[src/rtl/dmem_arbiter.sv]
// Data-memory arbiter: two requesters (0 = CPU, 1 = debug/loader) share one
// single-port memory with round-robin ownership and a per-owner burst limit.
// Out-of-range word addresses are acknowledged with err and never reach memory.
//
// state  | meaning
// -------+-----------------------------------------------
// S_IDLE | no owner; grants the next requester (tie -> not last)
// S_OWN0 | port 0 owns the memory and may access every cycle
// S_OWN1 | port 1 owns the memory and may access every cycle
module dmem_arbiter #(
  parameter int BURST_MAX  = 4,
  parameter int ADDR_WORDS = 1024
) (
  input  logic        clk,
  input  logic        rst,
  input  logic        req0,
  input  logic        we0,
  input  logic [31:0] addr0,
  input  logic [31:0] wdata0,
  output logic        ack0,
  output logic        err0,
  output logic        rvalid0,
  output logic [31:0] rdata0,
  input  logic        req1,
  input  logic        we1,
  input  logic [31:0] addr1,
  input  logic [31:0] wdata1,
  output logic        ack1,
  output logic        err1,
  output logic        rvalid1,
  output logic [31:0] rdata1,
  output logic        DM_ena,
  output logic        DM_R,
  output logic        DM_W,
  output logic [31:0] mem_addr,
  output logic [31:0] mem_wdata,
  input  logic [31:0] mem_rdata
);

  localparam int          CW   = $clog2(BURST_MAX) + 1;
  localparam logic [CW:0] BMAX = (CW+1)'(BURST_MAX);
  localparam logic [31:0] ALIM = 32'(ADDR_WORDS);

  typedef enum logic [1:0] {
    S_IDLE = 2'd0,
    S_OWN0 = 2'd1,
    S_OWN1 = 2'd2
  } state_t;

  state_t        r_state;
  logic [CW-1:0] r_cnt;
  logic          r_last;
  logic          r_rvalid0, r_rvalid1;
  logic [31:0]   r_rdata0, r_rdata1;

  logic          w_acc0, w_acc1;
  logic          w_inr0, w_inr1;
  logic          w_own_id, w_own_req, w_oth_req;
  logic [CW:0]   w_cnt_n;

  // Access qualification, strobes and memory bus; reset gates every strobe.
  always_comb begin
    w_inr0    = addr0 < ALIM;
    w_inr1    = addr1 < ALIM;
    w_acc0    = !rst && (r_state == S_OWN0) && req0;
    w_acc1    = !rst && (r_state == S_OWN1) && req1;
    w_own_id  = (r_state == S_OWN1);
    w_own_req = w_own_id ? req1 : req0;
    w_oth_req = w_own_id ? req0 : req1;
    w_cnt_n   = {1'b0, r_cnt} + {{CW{1'b0}}, w_own_req};

    ack0      = w_acc0;
    ack1      = w_acc1;
    err0      = w_acc0 && !w_inr0;
    err1      = w_acc1 && !w_inr1;
    DM_ena    = 1'b0;
    DM_R      = 1'b0;
    DM_W      = 1'b0;
    mem_addr  = 32'h0;
    mem_wdata = 32'h0;
    if (w_acc0 && w_inr0) begin
      DM_ena    = 1'b1;
      DM_R      = !we0;
      DM_W      = we0;
      mem_addr  = addr0;
      mem_wdata = wdata0;
    end else if (w_acc1 && w_inr1) begin
      DM_ena    = 1'b1;
      DM_R      = !we1;
      DM_W      = we1;
      mem_addr  = addr1;
      mem_wdata = wdata1;
    end
  end

  // Ownership FSM, burst counter and registered read-data return.
  always_ff @(posedge clk) begin
    if (rst) begin
      r_state   <= S_IDLE;
      r_cnt     <= '0;
      r_last    <= 1'b1;
      r_rvalid0 <= 1'b0;
      r_rvalid1 <= 1'b0;
      r_rdata0  <= 32'h0;
      r_rdata1  <= 32'h0;
    end else begin
      r_rvalid0 <= w_acc0 && !we0;
      r_rvalid1 <= w_acc1 && !we1;
      if (w_acc0 && !we0) r_rdata0 <= w_inr0 ? mem_rdata : 32'h0;
      if (w_acc1 && !we1) r_rdata1 <= w_inr1 ? mem_rdata : 32'h0;

      case (r_state)
        S_IDLE: begin
          r_cnt <= '0;
          if (req0 && (!req1 || r_last)) r_state <= S_OWN0;
          else if (req1)                 r_state <= S_OWN1;
        end
        default: begin
          if (w_oth_req && ((w_cnt_n >= BMAX) || !w_own_req)) begin
            r_state <= w_own_id ? S_OWN0 : S_OWN1;
            r_cnt   <= '0;
            r_last  <= w_own_id;
          end else if (!w_oth_req && !w_own_req) begin
            r_state <= S_IDLE;
            r_cnt   <= '0;
            r_last  <= w_own_id;
          end else begin
            // Parked owner saturates rather than wrapping, so no forced switch.
            r_cnt <= (w_cnt_n >= BMAX) ? BMAX[CW-1:0] : w_cnt_n[CW-1:0];
          end
        end
      endcase
    end
  end

  assign rvalid0 = r_rvalid0;
  assign rvalid1 = r_rvalid1;
  assign rdata0  = r_rdata0;
  assign rdata1  = r_rdata1;

endmodule

[config.mk]
export PLATFORM = sky130hd
export DESIGN_NAME = dmem_arbiter
export DESIGN_NICKNAME = d
export VERILOG_FILES = /design/src/rtl/dmem_arbiter.sv
export SDC_FILE = /design/constraint.sdc
export NUM_CORES = 1
export LEC_CHECK = 0
export ABC_CLOCK_PERIOD_IN_PS = 1950
export CORE_AREA = 2 2 116 118
export CTS_CLUSTER_DIAMETER = 80
export DETAILED_ROUTE_END_ITERATION = 10
export DIE_AREA = 0 0 118 120
export PLACE_DENSITY_LB_ADDON = 0.15
export SYNTH_ARGS = -nofsm -noshare
export SYNTH_HDL_FRONTEND = slang
export SYNTH_SLANG_ARGS = --single-unit
[constraint.sdc]
create_clock -name clk -period 1.95 [get_ports clk]
set_clock_uncertainty 0.05 [all_clocks]
set_input_delay 0.195 -clock clk [delete_from_list [all_inputs] [get_ports clk]]
set_output_delay 0.195 -clock clk [all_outputs]
set_load 0.01 [all_outputs]
; After elaboration in Yosys (flattened, before gate mapping)
; Index checks and enable logic that the tools add are counted.
[op_classes]
n_shift = 0
mux = 23
n_reduce_logical = 30
n_mul = 0
div = 0
add_sub_neg = 1
magnitude_cmp = 3
bitwise = 1
n_eq_ne = 3
[ops]
columns = op, count
row1 = 2-to-1 mux 32 bit, 6
row2 = less-than comparator 32 x 11 -> 1 bit (second input constant), 2
row3 = logical AND 1 bit, 13
row4 = 2-to-1 mux 2 bit, 6
row5 = 2-to-1 mux 1 bit, 10
row6 = logical NOT 1 bit, 8
row7 = OR reduction 5 bit, 1
row8 = adder 3 x 1 -> 4 bit, 1
row9 = greater-or-equal comparator 4 x 3 -> 1 bit (second input constant), 1
row10 = AND reduction 2 bit, 2
row11 = OR reduction 4 bit, 1
row12 = 2-to-1 mux 3 bit, 1
row13 = inequality test 3 bit (second input constant), 1
row14 = nonzero test 3 bit, 1
row15 = equality test 2 x 1 -> 1 bit (second input constant), 1
row16 = equality test 2 bit (second input constant), 1
row17 = logical NOT 2 bit, 1
row18 = logical OR 1 bit, 2
row19 = nonzero test 2 bit, 1
row20 = inverter 1 bit, 1
[word_totals]
mem_count = 0
ram_bits = 0
latchBits = 0
input_bits = 166
register_bits = 72
mem_bits_ro = 0

; Depth between registers and ports, before layout
; Gate-level depths: netlist of the first run.
[logic_depth]
ltp_word = 8
mapped_depth = 10
mapped_depth_nobuf = 10

; Least setup slack after synthesis of the first run
; Ideal clock, no wire load.
[synth_path]
path_type = register -> register
start = reg r_state[1]
end = reg r_last
path_slack_ns = -0.172
stages_incl_launch_ff = 10
path_buffers = 0
t_arrival_ns = 1.950
cell_sequence = dfxtp_1 > inv_1 > o21ai_0 > nand2_1 > ha_1 > ha_1 > and2_1 > a21oi_1 > nand2_1 > a311o_1
[synth_via]
elab_chain_len = 8
elab_cells_between_ends = 16
classes_between = add/sub (1) / order compare (1) / eq/ne (1) / mux (4) / bitwise (1) / reduce/logical (8)
[synth_lines]
columns = item, line
row1 = from (decl), 50  ; state_t r_state;
row2 = from (signal assigned), 120  ; r_state <= w_own_id ? S_OWN0 : S_OWN1;
row3 = equality test 2 bit, 67  ; w_own_id = (r_state == S_OWN1);
row4 = 2-to-1 mux 1 bit, 68  ; w_own_req = w_own_id ? req1 : req0;
row5 = adder 3 x 1 -> 4 bit, 70  ; w_cnt_n = {1'b0, r_cnt} + {{CW{1'b0}}, w_own_req};
row6 = greater-or-equal comparator 4 x 3 -> 1 bit, 119  ; if (w_oth_req && ((w_cnt_n >= BMAX) || !w_own_req)) begin
row7 = logical OR 1 bit, 119
row8 = logical AND 1 bit, 119
row9 = nonzero test 2 bit (no source line), n/a
row10 = AND reduction 2 bit (no source line), n/a
row11 = to (signal assigned), 122  ; r_last <= w_own_id;
row12 = to (signal assigned), 126  ; r_last <= w_own_id;
row13 = to (decl), 52  ; logic r_last;
; Parallel ways exist; a longest one is shown, timed or not. The select of a mux whose other input is x is not followed.
; A chain may end at the register's enable or synchronous reset.

; Worst setup path in the final report of the first run
[layout_path]
start = reg r_state[0]
end = out DM_R
[layout_via]
elab_chain_len = 6
elab_cells_between_ends = 10
classes_between = eq/ne (2) / mux (2) / reduce/logical (6)
[layout_lines]
columns = item, line
row1 = equality test 2 bit, 66  ; w_acc1 = !rst && (r_state == S_OWN1) && req1;
row2 = logical AND 1 bit (2 in a row), 66
row3 = logical AND 1 bit, 87  ; end else if (w_acc1 && w_inr1) begin
row4 = 2-to-1 mux 1 bit, 87
row5 = 2-to-1 mux 1 bit (*), 81  ; if (w_acc0 && w_inr0) begin
row6 = to (decl), 33  ; output logic DM_R,
; Every way passes the cells marked *; elsewhere a longest branch is shown, timed or not.

==> results of run 1 <==
stage by stage:
step           worst slack (ns)  utilization [%]  total power, mW  hold slack [ns]
4_1_cts                  -0.244             53.6             3.97            0.304
5_1_grt                  -0.243             54.1             4.09            0.328
3_5_place_dp             -0.812             49.5             1.99            0.447
2_1_floorplan           0.00860                -             1.62            0.243
6_report                 -0.166             54.1             3.95            0.315
3_3_place_gp             -0.747             49.5             1.98            0.439
worst min path at each step:
stage                                 start                       to  slack, ns
CTS                                     rst  rdata1[29]$_SDFFE_PP0P_       0.30
detailed placement  rdata0[23]$_SDFFE_PP0P_  rdata0[23]$_SDFFE_PP0P_       0.45
global route                            rst   rdata0[7]$_SDFFE_PP0P_       0.33
global placement     rdata0[8]$_SDFFE_PP0P_   rdata0[8]$_SDFFE_PP0P_       0.44
finish                                  rst  r_state[1]$_SDFFE_PP0P_       0.31
floorplan                              req1  r_state[0]$_SDFFE_PP0P_       0.24
where the power goes:
part / internal [mW] / leakage [nW] / switching, mW
combinational: 0.310 / 2.19 / 0.159
clock: 1.38 / 0.180 / 0.616
sequential: 1.48 / 0.581 / 0.00445
total: 3.17 / 2.95 / 0.780
registers in the layout, summed over array words and instances (netlist names):
| name | count |
|---|---|
| rvalid0 | 1 |
| rvalid1 | 1 |
| r_cnt | 3 |
| rdata0 | 32 |
| rdata1 | 32 |
| r_last | 1 |
| r_state | 2 |
synth_stat cells:
| master | n | share of area (%) |
|---|---|---|
| a21oi_1 | 1 | 0.15 |
| and3b_1 | 1 | 0.26 |
| nand3_1 | 1 | 0.15 |
| or3_1 | 1 | 0.19 |
| or2_2 | 1 | 0.19 |
| nand4bb_4 | 1 | 0.82 |
| o22ai_1 | 1 | 0.19 |
| nor3_4 | 2 | 0.97 |
| a22oi_1 | 57 | 13 |
| a311oi_1 | 1 | 0.26 |
| o21a_1 | 1 | 0.22 |
| conb_1 | 1 | 0.11 |
| nand2b_1 | 1 | 0.19 |
| clkbuf_1 | 12 | 1.3 |
| inv_1 | 7 | 0.78 |
| a22oi_2 | 8 | 3.0 |
| a311o_1 | 1 | 0.30 |
| a211oi_1 | 1 | 0.22 |
| buf_2 | 11 | 1.6 |
| nor3_1 | 1 | 0.15 |
| buf_4 | 25 | 5.6 |
| dfxtp_1 | 72 | 43 |
| nand2_1 | 7 | 0.78 |
| buf_6 | 4 | 1.3 |
| nor2_1 | 77 | 8.6 |
| a22o_1 | 43 | 11 |
| nand3b_4 | 1 | 0.60 |
| or2_1 | 2 | 0.37 |
| nor3_2 | 2 | 0.60 |
| ha_1 | 2 | 0.74 |
| nand4_1 | 2 | 0.37 |
| a31oi_1 | 1 | 0.19 |
| and2_1 | 3 | 0.56 |
| o21ai_0 | 4 | 0.60 |
| nor4_1 | 10 | 1.9 |
cells by family (layout without fill, tap and decap cells):
kind of cell	Yosys count	after routing	synth area share [%]
buffers and inverters	59	355	10.7
DFF	72	72	42.8
adders and majority gates	2	2	0.744
and+or+nand+nor	113	113	16.6
AOI/OAI and AO/OA	119	119	29.0
other	1	23	0.111
metal layers:
| metal | share of wire [%] | routed length (microns) | vias to the layer above |
|---|---|---|---|
| li1 | - | - | 1933 |
| met1 | 39 | 6050 | 1927 |
| met2 | 50 | 7770 | 196 |
| met3 | 8.7 | 1340 | 21 |
| met4 | 1.7 | 256 | 0 |
| met5 | 0 | 0 | - |
critical path: cells and delay by family, from the launching register on:
| family | cells | cell delay, ns |
|---|---|---|
| buf+inv | 3 | 0.36 |
| simple gates | 4 | 0.71 |
| flops | 1 | 0.32 |
| compound gates | 1 | 0.15 |
placed cells by master, fill, tap and decap left out, drive strengths merged, types with 8 or more instances in the layout:
| cell type | instances |
|---|---|
| a22oi | 65 |
| dfxtp | 72 |
| clkdlybuf4s50 | 193 |
| nor4 | 10 |
| clkdlybuf4s15 | 8 |
| a22o | 43 |
| conb | 22 |
| inv | 8 |
| dlygate4sd2 | 27 |
| clkbuf | 11 |
| nor2 | 77 |
| buf | 98 |
area by class of cell:
class / count / area [sq um] / area share (%)
clock inverter: 7 / 143 / 2.03
multi-input combinational: 256 / 1770 / 25.3
clock buffer: 9 / 225 / 3.21
sequential: 72 / 1450 / 20.6
inverter: 7 / 28.8 / 0.410
timing repair buffer: 332 / 3180 / 45.3
antenna: 1 / 2.50 / 0.0357
tap: 176 / 220 / 3.14
what timing repair did:
action,in CTS,in global routing
endpoints found under the setup margin,85,67
buffers inserted,14,6
pin swaps,24,40
hold buffers,0,0
gates cloned,6,1
gates resized for setup,256,38
==> flow_metrics.py, run 1 <==
metrics = {
    "timing": {
        "fmax_mhz": 473,
        "rsz0062_at_grt": "yes",
        "timing.final.crit_share_pct": 109,
        "setup_viol": 45,
        "finalCriticalPeriod_ns": 2.12,
        "finalSetupTns_ns": -5.20,
        "finalWorstSetupSlack_ns": -0.166,
        "slew_viol_final": 0,
        "slew_headroom_pct": 65.7,
        "tightestPinTransition_ns": 0.515,
        "hold_viol": 0,
    },
    "grt": {
        "first_global_vias": 4158,
        "grt_use_met1_pct": 23.0,
        "grt_max_degree": 50,
        "grt_antenna_before_repair": 1,
        "grt_pass1_wl_microns": 22900,
        "grt-busiest-layer": "met2",
        "grt_overflow_total": 0,
        "grt_util_met3_pct": 7.84,
        "gr-usage-all-layers_pct": 20.6,
        "grt_use_met2_pct": 36.1,
    },
    "outcome": {
        "status": "finished, violations left",
        "violations": "negative setup slack",
    },
    "clock_tree": {
        "cts_buffers": 9,
        "clkTransAtPathRegs_ns": 0.06,
        "clockBufferDepth": 2,
        "clkSinkCount": 72,
        "cts-root-buf": "clkbuf_16",
        "cts_tree": "yes",
        "htree_levels": 3,
        "clk_latency_ns": 0.32,
    },
    "cells_and_area": {
        "fin_nets": 846,
        "final_cells": 860,
        "fillerInstances": 1197,
        "final_cell_area_sq_um": 7020,
        "areaGrowthSynthToFinish_pct": 109,
        "drive_above_1_share_pct": 22.3,
    },
    "pwr": {
        "pwr_density_cell_nw_per_um2": 563,
        "vdd_drop_max_v": 0.000534,
        "leakage_nw": 2.95,
    },
    "critical_path": {
        "rrSetupSlack_ns": 0.01,
        "crit_slowest_cell": "dfxtp_2",
        "crit_path_end": "DM_R",
        "r2r-start": "r_state[1]$_SDFFE_PP0P_",
        "cp_max_fo": 4,
        "worstSetupStartpoint": "r_state[0]$_SDFFE_PP0P_",
        "cp_data_required_time_ns": 1.70,
        "crit_chain": "nand3b_4 -> or2_4 -> nor3_4 -> buf_6 -> buf_12 -> or2_4 -> o21a_1 -> buf_6",
        "cp.arrival_ns": 1.87,
        "slowest_delay_ns": 0.32,
        "crit_path_start_kind": "flip-flop",
        "r2r_end": "r_last$_SDFFE_PP1P_",
        "timing_worst_setup_path_type": "reg -> out",
        "reg2regPathDepth": 10,
        "endpoint_kind": "primary output",
    },
    "logic_synthesis": {
        "yosysSeqAreaShare_pct": 42.8,
        "syn_area_sq_um": 3360,
        "ys_ff_latch": 72,
        "ys_types": 35,
        "syn_inst": 366,
        "yosys_warnings": 0,
        "synth_area_per_cell_sq_um": 9.19,
    },
    "worst_hold_path": {
        "min_delay_path_depth": 3,
        "hold_class": "in -> reg",
    },
    "placed_design": {
        "place_congestion": 0.789,
        "io_buffers": 280,
        "dp_hpwl_microns": 11100,
        "place_area_sq_um": 6420,
        "numPlacedInstances": 823,
    },
    "routing": {
        "vias_per_cell": 4.74,
        "vias": 4077,
        "wl_microns": 15400,
        "drtAntennaViolNets": 0,
        "drtIter0Drc": 179,
        "drt-pass1-iter-count": 4,
        "wl_per_cell_microns": 17.9,
        "drc": 0,
    },
    "floorplanning": {
        "die_w_microns": 118,
        "die-area_sq_um": 14200,
        "initial_utilization_pct": 25.9,
        "core_sq_um": 13000,
        "dieHeight_microns": 120,
        "num_rows": 42,
        "io-pin-count": 303,
    },
    "run": {
        "max_cap_viol_count": 0,
    },
}
Note: power is estimated with default switching activity, not from simulation.
==> inputs of run 2 (changes only) <==
==> constraint.sdc (replaced) <==
create_clock -name clk -period 1.95 [get_ports clk]
set_clock_uncertainty 0.05 [all_clocks]
set_input_delay 0.195 -clock clk [delete_from_list [all_inputs] [get_ports clk]]
set_output_delay 0.195 -clock clk [all_outputs]
set_load 0.02 [all_outputs]
==> flow_metrics.py, run 2 (synthesized netlist as in run 1, its figures left out) <==
metrics = {
    "routing": {
        "vias": 4131,
        "vias_per_cell": 4.76,
        "drt-pass1-iter-count": 5,
        "drtAntennaViolNets": 0,
        "wl_microns": 15600,
        "drtIter0Drc": 138,
        "drc": 0,
        "wl_per_cell_microns": 18.0,
    },
    "timing": {
        "slew_headroom_pct": 65.5,
        "hold_viol": 0,
        "setup_viol": 67,
        "finalCriticalPeriod_ns": 2.23,
        "rsz0062_at_grt": "yes",
        "tightestPinTransition_ns": 0.518,
        "slew_viol_final": 0,
        "finalWorstSetupSlack_ns": -0.284,
        "fmax_mhz": 448,
        "timing.final.crit_share_pct": 115,
    },
    "grt": {
        "grt_antenna_before_repair": 0,
        "gr-usage-all-layers_pct": 20.8,
        "grt_max_degree": 50,
        "grt_overflow_total": 0,
        "first_global_vias": 4151,
        "grt_pass1_wl_microns": 23100,
    },
    "run": {
        "max_cap_viol_count": 0,
    },
    "critical_path": {
        "endpoint_kind": "primary output",
        "crit_path_start_kind": "flip-flop",
        "cp.arrival_ns": 1.99,
        "crit_chain": "nand3b_4 -> or2_4 -> nor3_4 -> buf_6 -> buf_8 -> buf_12 -> buf_16 -> a22o_1 -> buf_6",
        "cp_max_fo": 6,
        "crit_slowest_cell": "dfxtp_2",
        "cp_data_required_time_ns": 1.70,
        "cp_common_cell": "buf_6",
        "slowest_delay_ns": 0.32,
        "timing_worst_setup_path_type": "reg -> out",
    },
    "cells_and_area": {
        "final_cell_mix": "clkdlybuf4s50_1, nor2_1, dfxtp_1, buf_6, a22o_1",
        "fillerInstances": 1192,
        "multi_input_area_sq_um": 1870,
        "fin_nets": 853,
        "areaGrowthSynthToFinish_pct": 118,
        "drive_above_1_share_pct": 25.7,
        "final_cell_area_sq_um": 7340,
        "seqCellArea_sq_um": 1450,
        "final_common_cell": "clkdlybuf4s50_1",
    },
    "pwr": {
        "vdd_drop_max_v": 0.000509,
        "totalPowerFinal_mw": 3.75,
        "leakage_nw": 2.97,
        "pwr_density_cell_nw_per_um2": 511,
    },
    "floorplanning": {
        "die_w_microns": 118,
        "die-area_sq_um": 14200,
        "dieHeight_microns": 120,
        "num_rows": 42,
        "initial_utilization_pct": 25.9,
        "core_sq_um": 13000,
        "io-pin-count": 303,
    },
    "clock_tree": {
        "clkSinkCount": 72,
        "cts_buffers": 9,
        "cts_tree": "yes",
        "htree_levels": 3,
        "clockBufferDepth": 2,
        "clkTransAtPathRegs_ns": 0.06,
        "cts_hold_buf": 0,
        "cts-root-buf": "clkbuf_16",
        "clk_latency_ns": 0.33,
    },
    "outcome": {
        "violations": "negative setup slack",
        "status": "finished, violations left",
    },
    "placed_design": {
        "place_area_sq_um": 6420,
        "place_congestion": 0.807,
        "post-place-ws_ns": -0.818,
        "dp_hpwl_microns": 11200,
        "io_buffers": 280,
    },
    "worst_hold_path": {
        "hold_class": "in -> reg",
    },
}
## run 2: repair_timing
action / 4_1_cts / 5_1_grt
setup buffers: 26 / 9
gates resized for setup: 352 / 37
gates cloned: 4 / 3
pin swaps: 38 / 37
setup endpoints to repair: 83 / 67
## run 2: final timing paths
| check | startpoint | to | slack (ns) | depth (start not counted) |
|---|---|---|---|---|
| worst max-delay path | r_state[0]$_SDFFE_PP0P_ | mem_wdata[19] | -0.28 | 9 |
| worst min-delay path | rst | rdata0[30]$_SDFFE_PP0P_ | 0.30 | 3 |
| worst max register to register | r_state[1]$_SDFFE_PP0P_ | r_last$_SDFFE_PP1P_ | -0.17 | 12 |
| worst min register to register | rdata1[1]$_SDFFE_PP0P_ | rdata1[1]$_SDFFE_PP0P_ | 0.46 | 2 |
## run 2: report_power, final
group	switching (mW)	internal, mW
Combinational	0.189	0.321
Sequential	0.00433	1.48
Clock	0.613	1.15
Total	0.806	2.94
## run 2: layout make-up
cell class                 count  share of cell area (%)
clock buffer                  10                    3.25
clock inverter                 6                    1.12
timing repair buffer         339                    47.1
tap                          176                    3.00
antenna                        1                  0.0341
multi-input combinational    256                    25.4
inverter                       7                   0.392
sequential                    72                    19.7
## run 2: worst max-delay path, delay by kind of cell, from the launching register on
family                 cells  cell delay, ns
AO/OA/AOI/OAI              1            0.14
AND/OR/NAND/NOR            3            0.61
flip-flops                 1            0.32
buffers and inverters      5            0.57
## run 2: through the flow
stage	hold slack, ns	util, %	instances	setup TNS, ns
floorplan	0.243	-	387	0
global placement	0.439	49.4	822	-49.83
detailed placement	0.452	49.4	822	-55.90
CTS	0.294	55.2	860	-11.01
global route	0.304	56.6	866	-16.87
finish	0.297	56.6	867	-10.50
## run 2: metal layers
| metal | share of wire (%) | routed length (microns) | global-route usage, % |
|---|---|---|---|
| met5 | 0 | 0 | 0 |
| met2 | 49 | 7730 | 36.3 |
| met4 | 2.0 | 306 | 7.45 |
| met3 | 7.9 | 1230 | 6.75 |
| met1 | 41 | 6360 | 23.8 |
